### src/rtl/game_pkg.sv
`default_nettype none
// ============================================================================
// Module      : game_pkg
// Description : Shared types, status codes and helpers for the guessing game.
// Revision    : 1.0 - initial release
// ============================================================================
package game_pkg;

    typedef enum logic [1:0] {
        HINT_NONE = 2'b00,
        HINT_LOW  = 2'b01,
        HINT_HIGH = 2'b10,
        HINT_OK   = 2'b11
    } hint_t;

    localparam logic [1:0] ST_PLAY = 2'b11;
    localparam logic [1:0] ST_WIN  = 2'b01;
    localparam logic [1:0] ST_LOSE = 2'b00;

    localparam int c_T_DIFF1 = 30;
    localparam int c_T_DIFF2 = 60;
    localparam int c_T_DIFF3 = 90;

    // Exclusive upper bound of a valid guess for a given digit count.
    function automatic logic [10:0] digit_limit(input logic [1:0] digits);
        case (digits)
            2'd1:    digit_limit = 11'd10;
            2'd2:    digit_limit = 11'd100;
            2'd3:    digit_limit = 11'd1000;
            default: digit_limit = 11'd0;
        endcase
    endfunction

endpackage
`default_nettype wire

### src/rtl/button_edge.sv
`default_nettype none
// ============================================================================
// Module      : button_edge
// Description : Registers a level input and flags its rising edge.
// Revision    : 1.0 - initial release
// ============================================================================
module button_edge (
    input  logic clk,
    input  logic rst,
    input  logic i_level,
    output logic o_rise
);

    logic r_level_d;

    // Delayed copy resets high so a level held through reset is not an edge.
    always_ff @(posedge clk) begin
        if (rst)
            r_level_d <= 1'b1;
        else
            r_level_d <= i_level;
    end

    assign o_rise = i_level & ~r_level_d;

endmodule
`default_nettype wire

### src/rtl/guess_tracker.sv
`default_nettype none
// ============================================================================
// Module      : guess_tracker
// Description : Evaluates guesses and keeps round/miss/timer counters per level.
// Revision    : 1.0 - initial release
// ============================================================================
module guess_tracker
    import game_pkg::*;
#(
    parameter int T_DIFF1 = c_T_DIFF1,
    parameter int T_DIFF2 = c_T_DIFF2,
    parameter int T_DIFF3 = c_T_DIFF3
) (
    input  logic       clk,
    input  logic       restart,
    input  logic       confirmButton,
    input  logic       tick_1hz,
    input  logic [9:0] guess,
    input  logic [9:0] secret,
    input  logic [1:0] Max_digit,
    input  logic [1:0] WINorLOSE,
    output logic [2:0] incorrect_guesses,
    output logic [2:0] round,
    output logic [6:0] timer,
    output logic [1:0] hint,
    output logic       req_secret
);

    logic       w_press;
    logic       w_load;
    logic       w_play;
    logic       w_eval;
    logic       w_in_range;
    logic [6:0] w_preload;

    logic [2:0] r_incorrect;
    logic [2:0] r_round;
    logic [6:0] r_timer;
    hint_t      r_hint;
    logic       r_req;
    logic [1:0] r_prev_digit;

    button_edge u_confirm_edge (
        .clk     (clk),
        .rst     (restart),
        .i_level (confirmButton),
        .o_rise  (w_press)
    );

    always_comb begin
        w_preload = 7'(T_DIFF1);
        case (Max_digit)
            2'd2:    w_preload = 7'(T_DIFF2);
            2'd3:    w_preload = 7'(T_DIFF3);
            default: w_preload = 7'(T_DIFF1);
        endcase
    end

    assign w_load     = (Max_digit != 2'd0) && (Max_digit != r_prev_digit);
    assign w_play     = (WINorLOSE == ST_PLAY);
    assign w_eval     = w_press && w_play && (r_timer != 7'd0) && !w_load;
    assign w_in_range = ({1'b0, guess} < digit_limit(Max_digit));

    // A level load takes priority over both a press and a tick in the same cycle.
    always_ff @(posedge clk) begin
        if (restart) begin
            r_incorrect  <= 3'd0;
            r_round      <= 3'd1;
            r_timer      <= 7'(T_DIFF1);
            r_hint       <= HINT_NONE;
            r_req        <= 1'b0;
            r_prev_digit <= 2'd0;
        end else begin
            r_req <= 1'b0;
            if (w_load) begin
                r_round      <= 3'd1;
                r_incorrect  <= 3'd0;
                r_timer      <= w_preload;
                r_hint       <= HINT_NONE;
                r_req        <= 1'b1;
                r_prev_digit <= Max_digit;
            end else if (w_play) begin
                if (tick_1hz && (r_timer != 7'd0))
                    r_timer <= r_timer - 7'd1;
                if (w_eval) begin
                    if ((guess == secret) && w_in_range) begin
                        r_hint <= HINT_OK;
                        r_req  <= 1'b1;
                        if (r_round != 3'd7)
                            r_round <= r_round + 3'd1;
                    end else begin
                        r_hint <= (guess < secret) ? HINT_LOW : HINT_HIGH;
                        if (r_incorrect != 3'd7)
                            r_incorrect <= r_incorrect + 3'd1;
                    end
                end
            end
        end
    end

    assign incorrect_guesses = r_incorrect;
    assign round             = r_round;
    assign timer             = r_timer;
    assign hint              = r_hint;
    assign req_secret        = r_req;

endmodule
`default_nettype wire

### config.mk
export PLATFORM = sky130hd
export DESIGN_NAME = guess_tracker
export DESIGN_NICKNAME = d
export VERILOG_FILES = /design/src/rtl/game_pkg.sv /design/src/rtl/button_edge.sv /design/src/rtl/guess_tracker.sv
export SDC_FILE = /design/constraint.sdc
export NUM_CORES = 1
export LEC_CHECK = 0
export ABC_AREA = 1
export CORE_ASPECT_RATIO = 0.6
export CORE_MARGIN = 5
export CORE_UTILIZATION = 25
export DETAILED_ROUTE_END_ITERATION = 8
export SLEW_MARGIN = 25
export SYNTH_ARGS = -nofsm -noshare
export SYNTH_HDL_FRONTEND = slang
export SYNTH_SLANG_ARGS = --single-unit
### constraint.sdc
create_clock -name clk -period 1.6 [get_ports clk]
set_input_delay 0.32 -clock clk [delete_from_list [all_inputs] [get_ports clk]]
set_output_delay 0.32 -clock clk [all_outputs]
set_load 0.005 [all_outputs]
==> results.cfg <==
[outcome]
outcome = finished clean

[place]
finalWeightedCongestion = 0.904
placedCellCount = 383
port_buffers = 43
dp_hpwl_mm = 3.40

[power_and_ir_drop]
p_leak_nw = 1.26
power_mw = 1.30
ir_drop_mv = 0.280
powerDensity_nw_per_um2 = 492

[yosys]
synth.distinct_cells = 21
syn-cell-area_um2 = 1510
ys_warn_count = 0
synth_nets = 280
synth-seq-cells = 19
yosysSeqAreaShare_pct = 25.1
syn_inst = 229
syn_avg_cell_area_um2 = 6.61

[floorplanning]
start_util_pct = 25.2
rows = 22
die_y_um = 70.3
die-area_um2 = 7760
core_um2 = 6000
io_pins = 44
die_w_um = 110

[detailed_routing]
drt-total-wl_mm = 4.53
ant_nets = 0
wire_per_inst_um = 11.6
routed_via_density = 4.15
vias = 1628
drtPass1Iterations = 4
drc = 0
drt_iter0_drc = 63

[clock_tree]
post_cts_hold_buffer_count = 0
cts_tree = done
cts_htree_levels = 1
cts_buffers = 3
cts.clk_slew.worst_paths_ns = 0.07
root_buffer = clkbuf_8
cts_num_sinks = 19
clock_latency_ns = 0.26
clock_path_buffers = 2

[worst_setup_path]
worst_setup_path_start_kind = input port
critical_path_class = in2reg
cp_slowest_cell = ha_4
slowest_delay_ns = 0.26
cp.arrival_ns = 1.69
crit_chain = clkbuf_4 > inv_4 > nor2_4 > inv_1 > ha_4 > nand2_1 > nand2_2 > nand2_2 > nand2_2 > nor2_4 > nor2_4 > nand2_1 > nand2_1 > nor2_1
cp-end-kind = flip-flop
cp.required_ns = 1.76
cp_max_fo = 6
ff2ff_path_depth = 12

[timing]
slew_headroom_pct = 77.7
finalSetupTns_ns = 0
min_period_ns = 1.53
finalSetupViolations = 0
period_share_pct = 95.7
tightest_slew_ns = 0.331
hold_viol = 0
slew_violations = 0
fmax_ghz = 0.653
timing.hold.ws_ns = 0.365
skew_ns = 0.00124

[global_route]
grt_util_all_layers_pct = 11.3
grt_max_degree = 12
antenna_found_initial = 0
grt_overflow = 0
grt_pass1_vias = 1582
grt_pass1_wl_mm = 7.29

[worst_hold_path]
whs_path_depth = 3
hp-class = in2reg

[cells_and_area]
areaGrowthSynthToFinish_pct = 73.8
num-fill-cells = 633
n_antenna_cell = 0
seq_area_um2 = 385
fin_nets = 360
drive_gt1_share_pct = 34.1
multi_input_area_um2 = 1250
fin_cells = 392
fin_util_pct = 43.8

[flow_run]
max_cap_viol_count = 0
[worst paths after layout]
kind	startpoint	endpoint	slack, ns
max reg2reg	timer[1]	incorrect_guesses[2]	0.11
min reg2reg	incorrect_guesses[2]	incorrect_guesses[2]	0.51
min	Max_digit[0]	r_prev_digit[1]	0.37
max	Max_digit[1]	incorrect_guesses[2]	0.07
[critical path, delay by kind of cell]
family | cells | cell delay (ns)
adder cells (fa/ha/maj) | 1 | 0.26
buffers and inverters | 3 | 0.30
AND/OR/NAND/NOR | 10 | 0.80
[layout make-up]
class / instances / share of cell area, %
Multi-Input combinational cell: 161 / 47.4
Timing Repair Buffer: 75 / 25.1
Sequential cell: 19 / 14.6
Inverter: 49 / 7.18
Tap cell: 84 / 3.99
Clock buffer: 3 / 1.57
Clock inverter: 1 / 0.190
[synth_stat cells]
library cell  instances  area (um2)
a211oi_1              1        7.51
nor2_2                1        6.26
nand4_1               6        37.5
inv_2                 2        7.51
inv_1                47         176
nand4_4               1        21.3
nand2_4               2        22.5
nor2_1               31         116
a21oi_1              12        60.1
nand3_1              11        55.1
nor2_4                1        11.3
nand2_2               2        12.5
dfxtp_1              19         380
nor2_8                1        20.0
o211ai_1              2        15.0
xor2_1                1        8.76
ha_1                 23         288
xnor2_1               1        8.76
nor3_1                2        10.0
nand2_1              53         199
o21ai_0              10        50.1
[flip-flops by register name, summed over array words and instances, names as in the netlist]
name	flops
timer	7
incorrect_guesses	3
round	3
hint	2
r_prev_digit	2
req_secret	1
u_confirm_edge.r_level_d	1
[power breakdown]
| part | leakage [nW] | switching, mW | internal, mW | total [mW] |
|---|---|---|---|---|
| clock network | 0.0255 | 0.167 | 0.173 | 0.341 |
| registers | 0.155 | 0.0139 | 0.491 | 0.505 |
| logic | 1.08 | 0.226 | 0.224 | 0.450 |
[cells in the final DEF (no fill, tap or decap), types with 3 or more instances in the layout]
cell type / synthesis / layout
a21oi_1: 12 / 9
buf_4: 0 / 32
clkbuf_8: 0 / 3
clkdlybuf4s15_1: 0 / 5
clkdlybuf4s50_1: 0 / 19
dfxtp_1: 19 / 15
dfxtp_2: 0 / 4
dlygate4sd2_1: 0 / 10
dlymetal6s2s_1: 0 / 5
ha_1: 23 / 10
ha_4: 0 / 13
inv_1: 47 / 36
inv_2: 2 / 11
nand2_1: 53 / 41
nand2_2: 2 / 13
nand2_4: 2 / 3
nand3_1: 11 / 8
nand4_1: 6 / 6
nor2_1: 31 / 24
nor2_4: 1 / 7
o21ai_0: 10 / 9
[logic make-up after synthesis]
| logic type | count (synthesis) | synth area share, % |
|---|---|---|
| compound gates | 25 | 8.76 |
| xor+xnor | 2 | 1.16 |
| fa+ha+maj | 23 | 19.0 |
| buf+inv | 49 | 12.1 |
| flops | 19 | 25.1 |
| simple gates | 111 | 33.8 |
[per-stage QoR]
stage,area (um2),setup slack (ns)
final,2630,0.0686
after global routing,2630,-0.0392
after CTS,2390,0.00102
after detailed placement,2250,-0.712
after global placement,2250,-0.663
after floorplan,1510,0.0509
[per-layer routing]
metal,track usage [%],vias up,part of all wire [%],wire (um)
li1,-,881,-,-
met1,15.6,708,50,2250
met2,17.2,33,45,2030
met3,3.29,6,4.5,205
met4,2.73,0,1.1,52
met5,0,-,0,0
[what timing repair did]
action                                 4_1_cts  5_1_grt
gates resized for setup                     55       55
setup endpoints to repair                   16       11
endpoints found under the hold margin        0        0
pin swaps                                   25       34
setup buffers                                1        4
(Power assumes the default switching activity.)
